## config.mk

```make
export PLATFORM = sky130hd
export DESIGN_NAME = fft_frame_sched
export DESIGN_NICKNAME = d
export VERILOG_FILES = /design/src/rtl/fft_sched_pkg.sv /design/src/rtl/fft_frame_sched_period_tick.sv /design/src/rtl/fft_frame_sched.sv
export SDC_FILE = /design/constraint.sdc
export NUM_CORES = 1
export LEC_CHECK = 0
export ABC_AREA = 1
export BUFFER_PORTS_ARGS = -buffer_cell sky130_fd_sc_hd__buf_2
export CORE_MARGIN = 3
export CORE_UTILIZATION = 52
export DETAILED_ROUTE_END_ITERATION = 8
export PLACE_DENSITY = 0.76
export SLEW_MARGIN = 20
export SYNTH_ARGS = -nofsm -noshare
export SYNTH_HDL_FRONTEND = slang
export SYNTH_HIERARCHICAL = 1
export SYNTH_SLANG_ARGS = --single-unit
```

## constraint.sdc

```tcl
create_clock -name clk -period 1.4 [get_ports clk]
set_clock_uncertainty 0.1 [all_clocks]
set_input_delay 0.07 -clock clk [delete_from_list [all_inputs] [get_ports clk]]
set_output_delay 0.07 -clock clk [all_outputs]
set_load 0.005 [all_outputs]
```

## src/rtl/fft_sched_pkg.sv

```systemverilog
`default_nettype none
// ============================================================================
// Module      : fft_sched_pkg
// Description : Shared types and constants for the FFT frame scheduler:
//               FSM state encoding, FFT core reset length and default
//               auto-trigger period / collect watchdog limits.
// Revision    : 1.0 - initial release
// ============================================================================
package fft_sched_pkg;

   typedef enum logic [2:0] {
      ST_IDLE    = 3'd0,
      ST_FFT_RST = 3'd1,
      ST_FEED    = 3'd2,
      ST_COLLECT = 3'd3,
      ST_DONE    = 3'd4
   } state_e;

   // Clocks the FFT core is held in reset before each frame.
   localparam int FFT_RST_CYC     = 2;
   // 0.5 s at 50 MHz.
   localparam int DEF_PERIOD_CYC  = 25_000_000;
   localparam int DEF_TIMEOUT_CYC = 4096;

endpackage
`default_nettype wire

```

## src/rtl/fft_frame_sched_period_tick.sv

```systemverilog
`default_nettype none
// ============================================================================
// Module      : period_tick
// Description : Free-running period counter with enable. Emits a one-cycle
//               tick every PERIOD_CYC clocks while enabled; the count is held
//               at zero while disabled, so the first tick comes PERIOD_CYC-1
//               clocks after the enable rises.
// Ports       : clk, rst_n (async, active-low), en_i (count enable),
//               tick_o (one-cycle pulse, combinational from the count)
// Revision    : 1.0 - initial release
// ============================================================================
module period_tick
   import fft_sched_pkg::*;
#(
   parameter int PERIOD_CYC = DEF_PERIOD_CYC
)(
   input  logic clk,
   input  logic rst_n,
   input  logic en_i,
   output logic tick_o
);

   localparam int CNT_W = (PERIOD_CYC > 1) ? $clog2(PERIOD_CYC) : 1;
   localparam logic [CNT_W-1:0] CNT_LAST = CNT_W'(PERIOD_CYC - 1);

   logic [CNT_W-1:0] cnt_q;

   assign tick_o = en_i && (cnt_q == CNT_LAST);

   always_ff @(posedge clk or negedge rst_n) begin
      if (!rst_n) begin
         cnt_q <= '0;
      end else if (!en_i || tick_o) begin
         cnt_q <= '0;
      end else begin
         cnt_q <= cnt_q + 1'b1;
      end
   end

endmodule
`default_nettype wire

```

## src/rtl/fft_frame_sched.sv

```systemverilog
`default_nettype none
// ============================================================================
// Module      : fft_frame_sched
// Description : FFT analysis frame scheduler. Triggers a frame manually or
//               periodically, resets the FFT core, gates N ADC samples into
//               the FFT input stream with tlast on the N-th, then writes the
//               magnitude bins into the spectrum RAM (optionally only the
//               lower half). Flags dropped triggers and aborts a stalled
//               collect phase with a watchdog.
// Ports       : clk, rst_n           - clock, async active-low reset
//               start, auto_en      - manual trigger / periodic enable
//               sample_valid        - ADC sample strobe
//               fft_in_*            - FFT input stream handshake + tlast
//               fft_aresetn         - FFT core reset (active-low)
//               mag_data/mag_valid  - magnitude stream from the FFT path
//               wr_en/addr/data     - spectrum RAM write port (registered)
//               busy, frame_done, overrun, timeout, frame_cnt - status
// Revision    : 1.0 - initial release
// ============================================================================
module fft_frame_sched
   import fft_sched_pkg::*;
#(
   parameter int ADDR_W      = 8,
   parameter int DATA_W      = 16,
   parameter int PERIOD_CYC  = DEF_PERIOD_CYC,
   parameter int HALF_ONLY   = 1,
   parameter int TIMEOUT_CYC = DEF_TIMEOUT_CYC
)(
   input  logic              clk,
   input  logic              rst_n,
   input  logic              start,
   input  logic              auto_en,
   input  logic              sample_valid,
   input  logic              fft_in_ready,
   output logic              fft_in_valid,
   output logic              fft_in_last,
   output logic              fft_aresetn,
   input  logic [DATA_W-1:0] mag_data,
   input  logic              mag_valid,
   output logic              wr_en,
   output logic [ADDR_W-1:0] wr_addr,
   output logic [DATA_W-1:0] wr_data,
   output logic              busy,
   output logic              frame_done,
   output logic              overrun,
   output logic              timeout,
   output logic [15:0]       frame_cnt
);

   localparam int WD_W = (TIMEOUT_CYC > 1) ? $clog2(TIMEOUT_CYC) : 1;
   localparam int RC_W = (FFT_RST_CYC > 1) ? $clog2(FFT_RST_CYC) : 1;
   localparam logic [ADDR_W-1:0] LAST_IDX = '1;
   localparam logic [WD_W-1:0]   WD_LAST  = WD_W'(TIMEOUT_CYC - 1);
   localparam logic [RC_W-1:0]   RC_LAST  = RC_W'(FFT_RST_CYC - 1);

   state_e              state_q, state_d;
   logic [ADDR_W-1:0]   smp_q, smp_d;
   logic [ADDR_W-1:0]   bin_q, bin_d;
   logic [WD_W-1:0]     wd_q, wd_d;
   logic [RC_W-1:0]     rc_q, rc_d;
   logic                wr_en_q, wr_en_d;
   logic [ADDR_W-1:0]   wr_addr_q, wr_addr_d;
   logic [DATA_W-1:0]   wr_data_q, wr_data_d;
   logic                done_q, done_d;
   logic                ovr_q, ovr_d;
   logic                to_q, to_d;
   logic [15:0]         fcnt_q, fcnt_d;
   logic                aresetn_q, aresetn_d;
   logic                auto_tick;
   logic                trigger;
   logic                store_bin;

   period_tick #(
      .PERIOD_CYC (PERIOD_CYC)
   ) u_period_tick (
      .clk    (clk),
      .rst_n  (rst_n),
      .en_i   (auto_en),
      .tick_o (auto_tick)
   );

   // A coincident start and auto tick is a single trigger.
   assign trigger = start | auto_tick;

   // In half-spectrum mode only bins with a clear MSB (0..N/2-1) are stored.
   assign store_bin = (HALF_ONLY != 0) ? ~bin_q[ADDR_W-1] : 1'b1;

   assign fft_in_valid = (state_q == ST_FEED) & sample_valid;
   assign fft_in_last  = fft_in_valid & (smp_q == LAST_IDX);

   always_comb begin
      state_d   = state_q;
      smp_d     = smp_q;
      bin_d     = bin_q;
      wd_d      = wd_q;
      rc_d      = '0;
      wr_en_d   = 1'b0;
      wr_addr_d = wr_addr_q;
      wr_data_d = wr_data_q;
      done_d    = 1'b0;
      to_d      = 1'b0;
      fcnt_d    = fcnt_q;
      ovr_d     = trigger & (state_q != ST_IDLE);

      case (state_q)
         ST_IDLE: begin
            smp_d = '0;
            bin_d = '0;
            wd_d  = '0;
            if (trigger) state_d = ST_FFT_RST;
         end
         ST_FFT_RST: begin
            if (rc_q == RC_LAST) state_d = ST_FEED;
            else                 rc_d    = rc_q + 1'b1;
         end
         ST_FEED: begin
            // Sample index wraps back to zero on the accepted last sample.
            if (fft_in_valid && fft_in_ready) begin
               smp_d = smp_q + 1'b1;
               if (fft_in_last) state_d = ST_COLLECT;
            end
         end
         ST_COLLECT: begin
            wd_d = wd_q + 1'b1;
            if (mag_valid) begin
               bin_d = bin_q + 1'b1;
               if (store_bin) begin
                  wr_en_d   = 1'b1;
                  wr_addr_d = bin_q;
                  wr_data_d = mag_data;
               end
            end
            // Completion wins over a watchdog expiry in the same cycle.
            if (mag_valid && (bin_q == LAST_IDX)) begin
               state_d = ST_DONE;
            end else if (wd_q == WD_LAST) begin
               to_d    = 1'b1;
               state_d = ST_IDLE;
            end
         end
         ST_DONE: begin
            done_d  = 1'b1;
            fcnt_d  = fcnt_q + 16'd1;
            state_d = ST_IDLE;
         end
         default: state_d = ST_IDLE;
      endcase

      aresetn_d = (state_d != ST_FFT_RST);
   end

   always_ff @(posedge clk or negedge rst_n) begin
      if (!rst_n) begin
         state_q   <= ST_IDLE;
         smp_q     <= '0;
         bin_q     <= '0;
         wd_q      <= '0;
         rc_q      <= '0;
         wr_en_q   <= 1'b0;
         wr_addr_q <= '0;
         wr_data_q <= '0;
         done_q    <= 1'b0;
         ovr_q     <= 1'b0;
         to_q      <= 1'b0;
         fcnt_q    <= '0;
         aresetn_q <= 1'b0;
      end else begin
         state_q   <= state_d;
         smp_q     <= smp_d;
         bin_q     <= bin_d;
         wd_q      <= wd_d;
         rc_q      <= rc_d;
         wr_en_q   <= wr_en_d;
         wr_addr_q <= wr_addr_d;
         wr_data_q <= wr_data_d;
         done_q    <= done_d;
         ovr_q     <= ovr_d;
         to_q      <= to_d;
         fcnt_q    <= fcnt_d;
         aresetn_q <= aresetn_d;
      end
   end

   assign fft_aresetn = aresetn_q;
   assign wr_en       = wr_en_q;
   assign wr_addr     = wr_addr_q;
   assign wr_data     = wr_data_q;
   assign busy        = (state_q != ST_IDLE);
   assign frame_done  = done_q;
   assign overrun     = ovr_q;
   assign timeout     = to_q;
   assign frame_cnt   = fcnt_q;

endmodule
`default_nettype wire
```

==> results.md <==
* CP endpoint kind: flop
* Worst slew pin tran at 0.5531 ns
* Max Cap Violations at 0
* Post-synthesis area per instance at 7.632 sq um
* Violation count after the first detailed-route iteration at 838
* Leakage at 4.127 nW
* Crit Path Max Fanout at 4
* Number of H-tree levels at 3
* Comb power frac at 25.1%
* Largest net degree at the start of global routing at 102
* Fin. Hold Viols at 0
* Max VDD drop at 0.0007553 V
* Number of I/O pins at 71
* DR DRC count at 0
* N_diodes at 0
* Num rows at 35
* Switch Pwr at 2.633 mW
* Sequential group share of total power at 48.0%
* Syn nets at 700
* Die width at 105.3 um
* # setup viols final at 103
* Hold_sp: fft_in_ready
* Clock Path Buffers at 2
* Post-synth top flop: dfrtp_1
* Failing checks: negative setup slack
* Clock-pin slew on the worst setup and hold paths at 0.12 ns
* Type of the worst setup path: reg -> reg
* Outcome: complete, but fails checks
* Core Box Area at 0.009415 sq mm
* Total track usage at 28.68%
* Port buffer count at 69
* Register area share after synthesis at 49.28%
* Hold endpoint: smp_q[6]$_DFFE_PN0P_
* Num Clock Sinks at 101
* Total Power at 7.200 mW
* Die H at 105.3 um
* Initial antenna violation count at 0
* Flip-flop and latch area at 0.002535 sq mm
* Post-synth EDFFs at 0
* Period utilisation layout at 126.5%
* Ys async rst share at 100.0%
* Int Power at 4.567 mW
* Multi-input logic area at 0.003598 sq mm
* Max-slew headroom at 63.12%
* Cell area after layout at 0.008660 sq mm
* Synthesized area at 0.005129 sq mm
* GR Overflow Total at 0
* Final Critical Period at 1.771 ns
* Mapped Cells at 672
* Cell variety after synth at 31
* R2R depth at 10
* TritonCTS buffer count at 9
* F_max at 564.6 MHz
* Filler cells at 294
* CTS Root Cell: clkbuf_8
* Pre-Repair DR Iteration Count at 7
* Yosys warnings at 6
* Worst Path Required at 1.60 ns
* Mean number of vias per cell at 6.326
* Worst skew pair latency at 0.39 ns
* Initial core utilization at 54.47%
* Flop and latch count out of synthesis at 101
* Global placement routability congestion at 0.9007
* Hold Path Class: in -> reg
* Final wirelength at 25380 um
* Share of post-route cells with drive strength above 1 at 53.44%
* Pwr dens at 831.5 mW/mm^2
* Worst Hold Depth at 4
* Detailed placement HPWL at 8926 um
* Area Growth Syn to Fin at 68.85%
* Nets at 939
* Via count at 6604
* RR Endpoint: u_period_tick/cnt_q[19]$_DFF_PN0_
* Post-DR wirelength/cell at 24.31 um
* Die area at 0.01109 sq mm
* Clock group share of total power at 27.0%
* Final ANT Viol Nets at 0
* Final-report max-slew violation count at 0
* Final core occ at 91.97%
* Vias in the first global route at 5494
* CTS tree: done
* WP data arrival at 1.97 ns
* Switching portion of total power at 36.57%
* CP Launch Type: flop
* First-pass GRT wire length at 25730 um
* RSZ-0062 raised after global routing: yes
* DP Area at 0.006262 sq mm
* FF-to-FF Start: u_period_tick/cnt_q[1]$_DFF_PN0_
* Reg-to-reg setup timing slack at -0.37 ns
* Slack of the critical path at -0.3711 ns
==> per-stage QoR <==
stage / TNS (ns) / cells / hold WS (ns) / worst slack, ns
3_3_place_gp: -0.8016 / 947 / 0.07493 / -0.08070
6_report: -25.67 / 1044 / 0.05071 / -0.3711
2_1_floorplan: -0.01254 / 672 / -0.3256 / -0.01254
4_1_cts: -3.222 / 1010 / 0.004690 / -0.2451
3_5_place_dp: -3.432 / 947 / 0.07601 / -0.1315
5_1_grt: -27.11 / 1044 / 0.07110 / -0.4070
==> flip-flops by register name, indices dropped and copies added (netlist names) <==
name                 flops
bin_q                    8
fft_aresetn              1
frame_cnt               16
frame_done               1
overrun                  1
rc_q                     1
smp_q                    8
state_q                  3
timeout                  1
u_period_tick/cnt_q     25
wd_q                    12
wr_addr                  7
wr_data                 16
wr_en                    1
==> timing repair <==
item / in CTS / in global routing
hold buffers: 20 / 0
setup buffers: 27 / 35
endpoints found under the setup margin: 76 / 102
pin swaps: 50 / 106
cloned: 3 / 5
gates resized for setup: 133 / 298
endpoints found under the hold margin: 121 / 0
==> power groups by stage <==
stage                     sequential [mW]  combinational [mW]  clock [mW]
final                                3.46                1.80        1.94
after floorplan                      3.38               0.492           0
after global routing                 3.47                1.87        2.02
after global placement               3.36               0.961           0
after detailed placement             3.38                1.00           0
after CTS                            3.33                1.20        1.81
==> layer usage <==
layer	GRT usage [%]	wire, um	vias to the layer above
met3	4.776	2776	245
met5	0	0	-
met4	13.31	2376	0
li1	-	-	2592
met2	51.55	11820	667
met1	33.23	8411	3100
==> layout make-up <==
class,instances,area share [%]
multi-input cells,498,41.55
flip-flops and latches,101,29.27
repair buffers,232,21.60
inverters,67,3.395
well taps,129,1.864
clock buffers,9,1.430
clock inverters,6,0.7080
repair inverters,2,0.1734
==> cell usage after synthesis, types with 4 or more instances <==
library cell / n / share of area, %
nor3_1: 6 / 0.59
nand2_2: 5 / 0.61
nor2_2: 7 / 0.85
nand4_1: 13 / 1.6
xnor2_1: 10 / 1.7
nand3_1: 42 / 4.1
o21ai_0: 33 / 3.2
nand2_1: 227 / 17
nand3_2: 4 / 0.78
ha_1: 5 / 1.2
xor2_1: 15 / 2.6
inv_1: 61 / 4.5
nor2_1: 106 / 7.8
dfrtp_1: 101 / 49
buf_2: 4 / 0.39
inv_2: 4 / 0.29
a21oi_1: 9 / 0.88
==> worst max path at each step <==
stage          slack, ns                                 to                         startpoint  cells past startpoint
6_report           -0.37  u_period_tick/cnt_q[19]$_DFF_PN0_   u_period_tick/cnt_q[1]$_DFF_PN0_                     10
5_1_grt            -0.41                        fft_in_last               smp_q[0]$_DFFE_PN0P_                      6
4_1_cts            -0.25                        fft_in_last               smp_q[1]$_DFFE_PN0P_                      6
3_5_place_dp       -0.13               state_q[0]$_DFF_PN0_  u_period_tick/cnt_q[11]$_DFF_PN0_                     10
3_3_place_gp       -0.08               state_q[0]$_DFF_PN0_  u_period_tick/cnt_q[11]$_DFF_PN0_                     10
2_1_floorplan      -0.01               state_q[0]$_DFF_PN0_   u_period_tick/cnt_q[0]$_DFF_PN0_                      9
==> cells by family after synthesis <==
| kind of cell | count (synthesis) | share of synthesized area [%] |
|---|---|---|
| compound gates | 49 | 5.050 |
| xor+xnor | 25 | 4.269 |
| fa+ha+maj | 5 | 1.220 |
| buf+inv | 77 | 6.440 |
| flops | 101 | 49.28 |
| other cells | 1 | 0.07312 |
| simple gates | 414 | 33.67 |
==> critical path, stage by stage (launching register included) <==
cell and delay (ns):
dfrtp_1 0.48, buf_4 0.16, buf_6 0.10, nand3_4 0.10
inv_2 0.13, nand2_4 0.08, nor2_4 0.12, nand2_1 0.08
nand2_1 0.08, nand2_1 0.08, nor2_1 0.18
==> cell usage in the layout (no fill, tap or decap), drive strengths merged <==
cell and instances:
clkbuf 10, nand2 236, xnor2 10, nor2 114, o22ai 2, conb 1
nand4 13, xor2 15, inv 69, clkinvlp 1, buf 211, ha 5
clkinv 5, nand3b 1, nand3 47, dlygate4sd3 20, a21oi 9, a21boi 1
a22o 1, o21bai 2, o21ai 34, nor3 7, dfrtp 101
Power figures use the tool's default switching activity.
